**src/rtl/pipe_ctrl.sv**
```systemverilog
// pipe_ctrl: central stall/flush controller for the 5-stage pipeline.
// Resolves per-stage stall requests into a hold vector where the highest
// requesting stage wins. It also detects load-use hazards, tracks data-memory
// waits with a timeout, issues branch flushes and counts stalled cycles.
module pipe_ctrl #(
  parameter int MEM_TIMEOUT = 16,
  parameter int CNT_W       = 32
) (
  input  logic             clk,
  input  logic             rst,
  input  logic             ifBusy,
  input  logic [4:0]       idRs1,
  input  logic [4:0]       idRs2,
  input  logic             idUseRs2,
  input  logic [4:0]       exALUop,
  input  logic [4:0]       exWriteNum,
  input  logic             exBusy,
  input  logic             exBranchTaken,
  input  logic [31:0]      exBranchTarget,
  input  logic             memReq,
  input  logic             memAck,
  output logic [5:0]       stall,
  output logic             flush,
  output logic [31:0]      flushPC,
  output logic             memErr,
  output logic [CNT_W-1:0] stallCycles
);

  localparam logic [0:0] ST_RUN      = 1'b0;
  localparam logic [0:0] ST_MEM_WAIT = 1'b1;

  localparam logic [4:0] OP_LW = 5'b10100;

  // The wait counter only ever reaches MEM_TIMEOUT-1, so clog2 bits suffice.
  localparam int              WAIT_W    = $clog2(MEM_TIMEOUT);
  localparam logic [WAIT_W-1:0] WAIT_LAST = WAIT_W'(MEM_TIMEOUT - 1);

  logic [0:0]        state;
  logic [0:0]        state_next;
  logic [WAIT_W-1:0] wait_cnt;
  logic [WAIT_W-1:0] wait_cnt_next;
  logic              err_set;

  logic              mem_ack_eff;
  logic              mem_stall;
  logic              high_stall;
  logic              flush_raw;
  logic              load_use;
  logic [5:0]        stall_raw;

  // Stall/flush request resolution; outputs are combinational from inputs and state.
  always_comb begin
    // A request that disappears while waiting counts as completion.
    mem_ack_eff = memAck | ~memReq;
    if (state == ST_RUN) begin
      mem_stall = memReq & ~memAck;
    end else begin
      mem_stall = ~mem_ack_eff;
    end

    // Stalls at EX or beyond keep a resolved branch in EX, so it cannot flush yet.
    high_stall = mem_stall | exBusy;
    flush_raw  = exBranchTaken & ~high_stall;

    // A flushed ID instruction is wrong-path, so its hazard is irrelevant.
    load_use = (exALUop == OP_LW) && (exWriteNum != 5'd0) &&
               ((exWriteNum == idRs1) || (idUseRs2 && (exWriteNum == idRs2))) &&
               !flush_raw;

    if (mem_stall) begin
      stall_raw = 6'b011111;
    end else if (exBusy) begin
      stall_raw = 6'b001111;
    end else if (load_use) begin
      stall_raw = 6'b000111;
    end else if (ifBusy) begin
      stall_raw = 6'b000011;
    end else begin
      stall_raw = 6'b000000;
    end

    // While reset is held, the pipeline sees no holds and no flush.
    if (rst) begin
      stall   = 6'b000000;
      flush   = 1'b0;
      flushPC = 32'd0;
    end else begin
      stall   = stall_raw;
      flush   = flush_raw;
      flushPC = flush_raw ? exBranchTarget : 32'd0;
    end
  end

  // Next-state logic for the memory-wait sequencer, including the timeout abort.
  always_comb begin
    state_next    = state;
    wait_cnt_next = wait_cnt;
    err_set       = 1'b0;
    case (state)
      ST_RUN: begin
        if (memReq && !memAck) begin
          state_next    = ST_MEM_WAIT;
          wait_cnt_next = WAIT_W'(1);
        end
      end
      ST_MEM_WAIT: begin
        if (mem_ack_eff) begin
          state_next    = ST_RUN;
          wait_cnt_next = '0;
        end else if (wait_cnt == WAIT_LAST) begin
          state_next    = ST_RUN;
          wait_cnt_next = '0;
          err_set       = 1'b1;
        end else begin
          wait_cnt_next = wait_cnt + WAIT_W'(1);
        end
      end
      default: begin
        state_next    = ST_RUN;
        wait_cnt_next = '0;
      end
    endcase
  end

  // Sequencer state, the sticky timeout flag and the saturating stall counter.
  always_ff @(posedge clk or posedge rst) begin
    if (rst) begin
      state       <= ST_RUN;
      wait_cnt    <= '0;
      memErr      <= 1'b0;
      stallCycles <= '0;
    end else begin
      state    <= state_next;
      wait_cnt <= wait_cnt_next;
      if (err_set) begin
        memErr <= 1'b1;
      end
      if (stall[0] && (stallCycles != {CNT_W{1'b1}})) begin
        stallCycles <= stallCycles + CNT_W'(1);
      end
    end
  end

endmodule
```
**config.mk**
```make
export PLATFORM = sky130hd
export DESIGN_NAME = pipe_ctrl
export DESIGN_NICKNAME = d
export VERILOG_FILES = /design/src/rtl/pipe_ctrl.sv
export SDC_FILE = /design/constraint.sdc
export NUM_CORES = 1
export LEC_CHECK = 0
export CORE_ASPECT_RATIO = 0.9
export CORE_UTILIZATION = 35
export CTS_CLUSTER_DIAMETER = 150
export DETAILED_ROUTE_END_ITERATION = 10
export GPL_ROUTABILITY_DRIVEN = 0
export PLACE_DENSITY = 0.87
export SLEW_MARGIN = 5
export SYNTH_ARGS = -nofsm -noshare
export SYNTH_HDL_FRONTEND = slang
export SYNTH_SLANG_ARGS = --single-unit
export TNS_END_PERCENT = 5
```
**constraint.sdc**
```tcl
create_clock -name clk -period 2.4 [get_ports clk]
set_input_delay 0.48 -clock clk [delete_from_list [all_inputs] [get_ports clk]]
set_output_delay 0.48 -clock clk [all_outputs]
set_load 0.05 [all_outputs]
```
==> flow_summary.ini <==
[outcome]
status = complete, no violations

[job]
cap_violations = 0

[synth]
ys_warn_count = 0
syn_area_sq_um = 2370
ys_seq_area_share_pct = 40.1
ys_types = 41
synth-edff-count = 0
syn_inst = 245
ys_ff_latch = 38
synth.net_count = 307
synth_top_area_cell = dfrtp_1
avgSynthCellArea_sq_um = 9.67
synth_top_area_share_pct = 40.1
synthTopCellsByArea = dfrtp_1 (40%), xor2_1 (11%), and2_1 (8.7%), xnor2_1 (4.1%), nor3_1 (3.4%)
synth_flop_cell = dfrtp_1
yosysMostFrequentCell = dfrtp_1
synthTopCellsByCount = dfrtp_1 (38), and2_1 (33), xor2_1 (30), nor3_1 (16)
async_flop_share_pct = 100

[clocking]
clock_path_buffers = 2
tritoncts.num_buffers = 5
root_buffer = clkbuf_8
insertion_delay_ps = 290
path_clk_slew_ps = 70
cts_tree = yes
h-tree-depth = 2
cts_num_sinks = 38

[critical_path]
rr_startpoint = stallCycles[1]
arrival_ps = 1890
critical_path.startpoint_type = primary input
worst_setup_path_end_kind = output pin
required_ps = 1920
endpoint = flushPC[6]
r2r_end = stallCycles[1]
reg2reg_depth = 7
crit_type = primary input to output pin
r2r_slack_ps = 220
critical_path.max_fanout = 6
worstSetupStartpoint = exBusy

[global_route]
grt_overflow = 0
grt_pass1_wl_microns = 11100
grt_max_degree = 39
grt_pass1_vias = 2280
antenna_found_initial = 0
grtUsageTotal_pct = 20.7

[floorplan]
core_sq_um = 6550
fp.dieArea_sq_um = 7100
initial_utilization_pct = 36.2
fp-row-count = 28
dieHeight_microns = 80.1
die_x_microns = 88.7
ios = 132

[pwr]
p_comb_share_pct = 44.1
ir_worst_vdd_mv = 0.524
p_leak_nw = 1.90
p_sw_mw = 1.03
power_frac_seq_pct = 37.1
p_int_mw = 1.39
pwr-share-clk_pct = 18.8
p_per_area_nw_per_um2 = 574
power.total_mw = 2.42
netSwitchingFraction_pct = 42.4

[final_layout]
layout.cells.non_filler = 486
drive_above_1_share_pct = 28.0
diodes = 0
final_nets = 457
layout-area-overhead-vs-synth_pct = 77.8
final_area_sq_um = 4210

[placement]
hpwl_microns = 5460
placed_cell_area_sq_um = 3790
placement.io_buffers = 130
dpl.cell_count = 473

[timing]
drv_slew = 0
hold_violations = 0
holdWs_ps = 493
fin_crit_ps = 2370
tightestPinTransition_ps = 548
fin_skew_ps = 10.1
finalCritPeriodShare_pct = 98.6
slew_headroom_pct = 63.3
finalSetupViolations = 0
rsz0062_at_grt = true
finalSetupTns_ps = 0
max_freq_mhz = 423

[routing]
drtIter0Drc = 108
ant_nets = 0
num_vias = 2395
wl_per_cell_microns = 15.8
drc = 0
wl_microns = 7700
first_pass_iters = 4
vias_per_cell = 4.93

[hold_path]
hp-class = register to register
==> timing repair <==
| action | CTS | global route |
|---|---|---|
| gates resized for setup | 59 | 34 |
| endpoints found under the setup margin | 36 | 59 |
| hold buffers | 0 | 0 |
| gates cloned | 1 | 3 |
| setup buffers | 1 | 0 |
| pin swaps | 7 | 8 |
==> registers in the layout, summed over array words and instances, names as in the netlist <==
signal,flops
state,1
memErr,1
wait_cnt,4
stallCycles,32
==> through the flow <==
step | worst slack, ps | util, %
6_report | 33.2 | 64.3
5_1_grt | -47.6 | 64.3
4_1_cts | -14.4 | 62.1
3_5_place_dp | -288 | 57.9
3_3_place_gp | -242 | 57.9
2_1_floorplan | -175 | -
==> layer usage <==
metal  global-route usage (%)  share of wire (%)
met1                     27.2                 43
met2                     33.5                 52
met3                     3.80                4.3
met4                     8.23                1.5
met5                        0                  0
==> layout make-up <==
| type | count | area (sq um) |
|---|---|---|
| Fill cell | 519 | 2340 |
| Multi-Input combinational cell | 194 | 1430 |
| Clock inverter | 1 | 5.00 |
| Sequential cell | 38 | 951 |
| Clock buffer | 7 | 86.3 |
| Timing Repair Buffer | 153 | 1610 |
| Inverter | 3 | 15.0 |
| Tap cell | 90 | 113 |
==> power by group through the flow <==
stage	clock [mW]	sequential, mW	combinational, mW
after global routing	0.488	0.911	1.11
after floorplan	0	1.19	0.296
after global placement	0	0.891	1.00
after detailed placement	0	0.904	1.02
final	0.456	0.897	1.07
after CTS	0.458	0.894	1.05
==> layout by cell type, fill, tap and decap left out, drive strengths merged, types with 3 or more instances in the layout <==
master,count
clkdlybuf4s50,82
buf,60
dfrtp,38
and2,33
xor2,30
nor3,18
nand3,14
nand2,14
nor2,14
nand4,13
nor4,13
xnor2,11
clkbuf,8
and3,7
dlygate4sd2,6
o21ai,5
dlymetal6s2s,3
a21oi,3
==> how the worst min path moves through the flow <==
stage / endpoint / start / slack (ps) / cells past startpoint
after floorplan: wait_cnt[3] / wait_cnt[3] / 440 / 1
after global placement: memErr / memErr / 460 / 1
after detailed placement: memErr / memErr / 480 / 1
after CTS: memErr / memErr / 490 / 1
after global routing: memErr / memErr / 510 / 1
final: memErr / memErr / 490 / 1
==> worst max-delay path: stages <==
cell and delay, ps:
clkdlybuf4s50_1 490, nor2_2 160, and3_4 300, clkbuf_16 160, and2_4 150, buf_8 140
==> cell families (layout without fill, tap and decap cells) <==
| logic type | count (synthesis) | after routing | share of synthesized area (%) |
|---|---|---|---|
| AO/OA/AOI/OAI | 15 | 15 | 4.33 |
| flip-flops | 38 | 38 | 40.1 |
| AND/OR/NAND/NOR | 134 | 134 | 35.0 |
| other | 1 | 1 | 0.158 |
| adder cells (fa/ha/maj) | 2 | 2 | 1.06 |
| multiplexers | 1 | 1 | 0.633 |
| buffers and inverters | 13 | 164 | 3.59 |
| XOR/XNOR | 41 | 41 | 15.2 |
No activity file was read; power rests on OpenSTA's default activity.
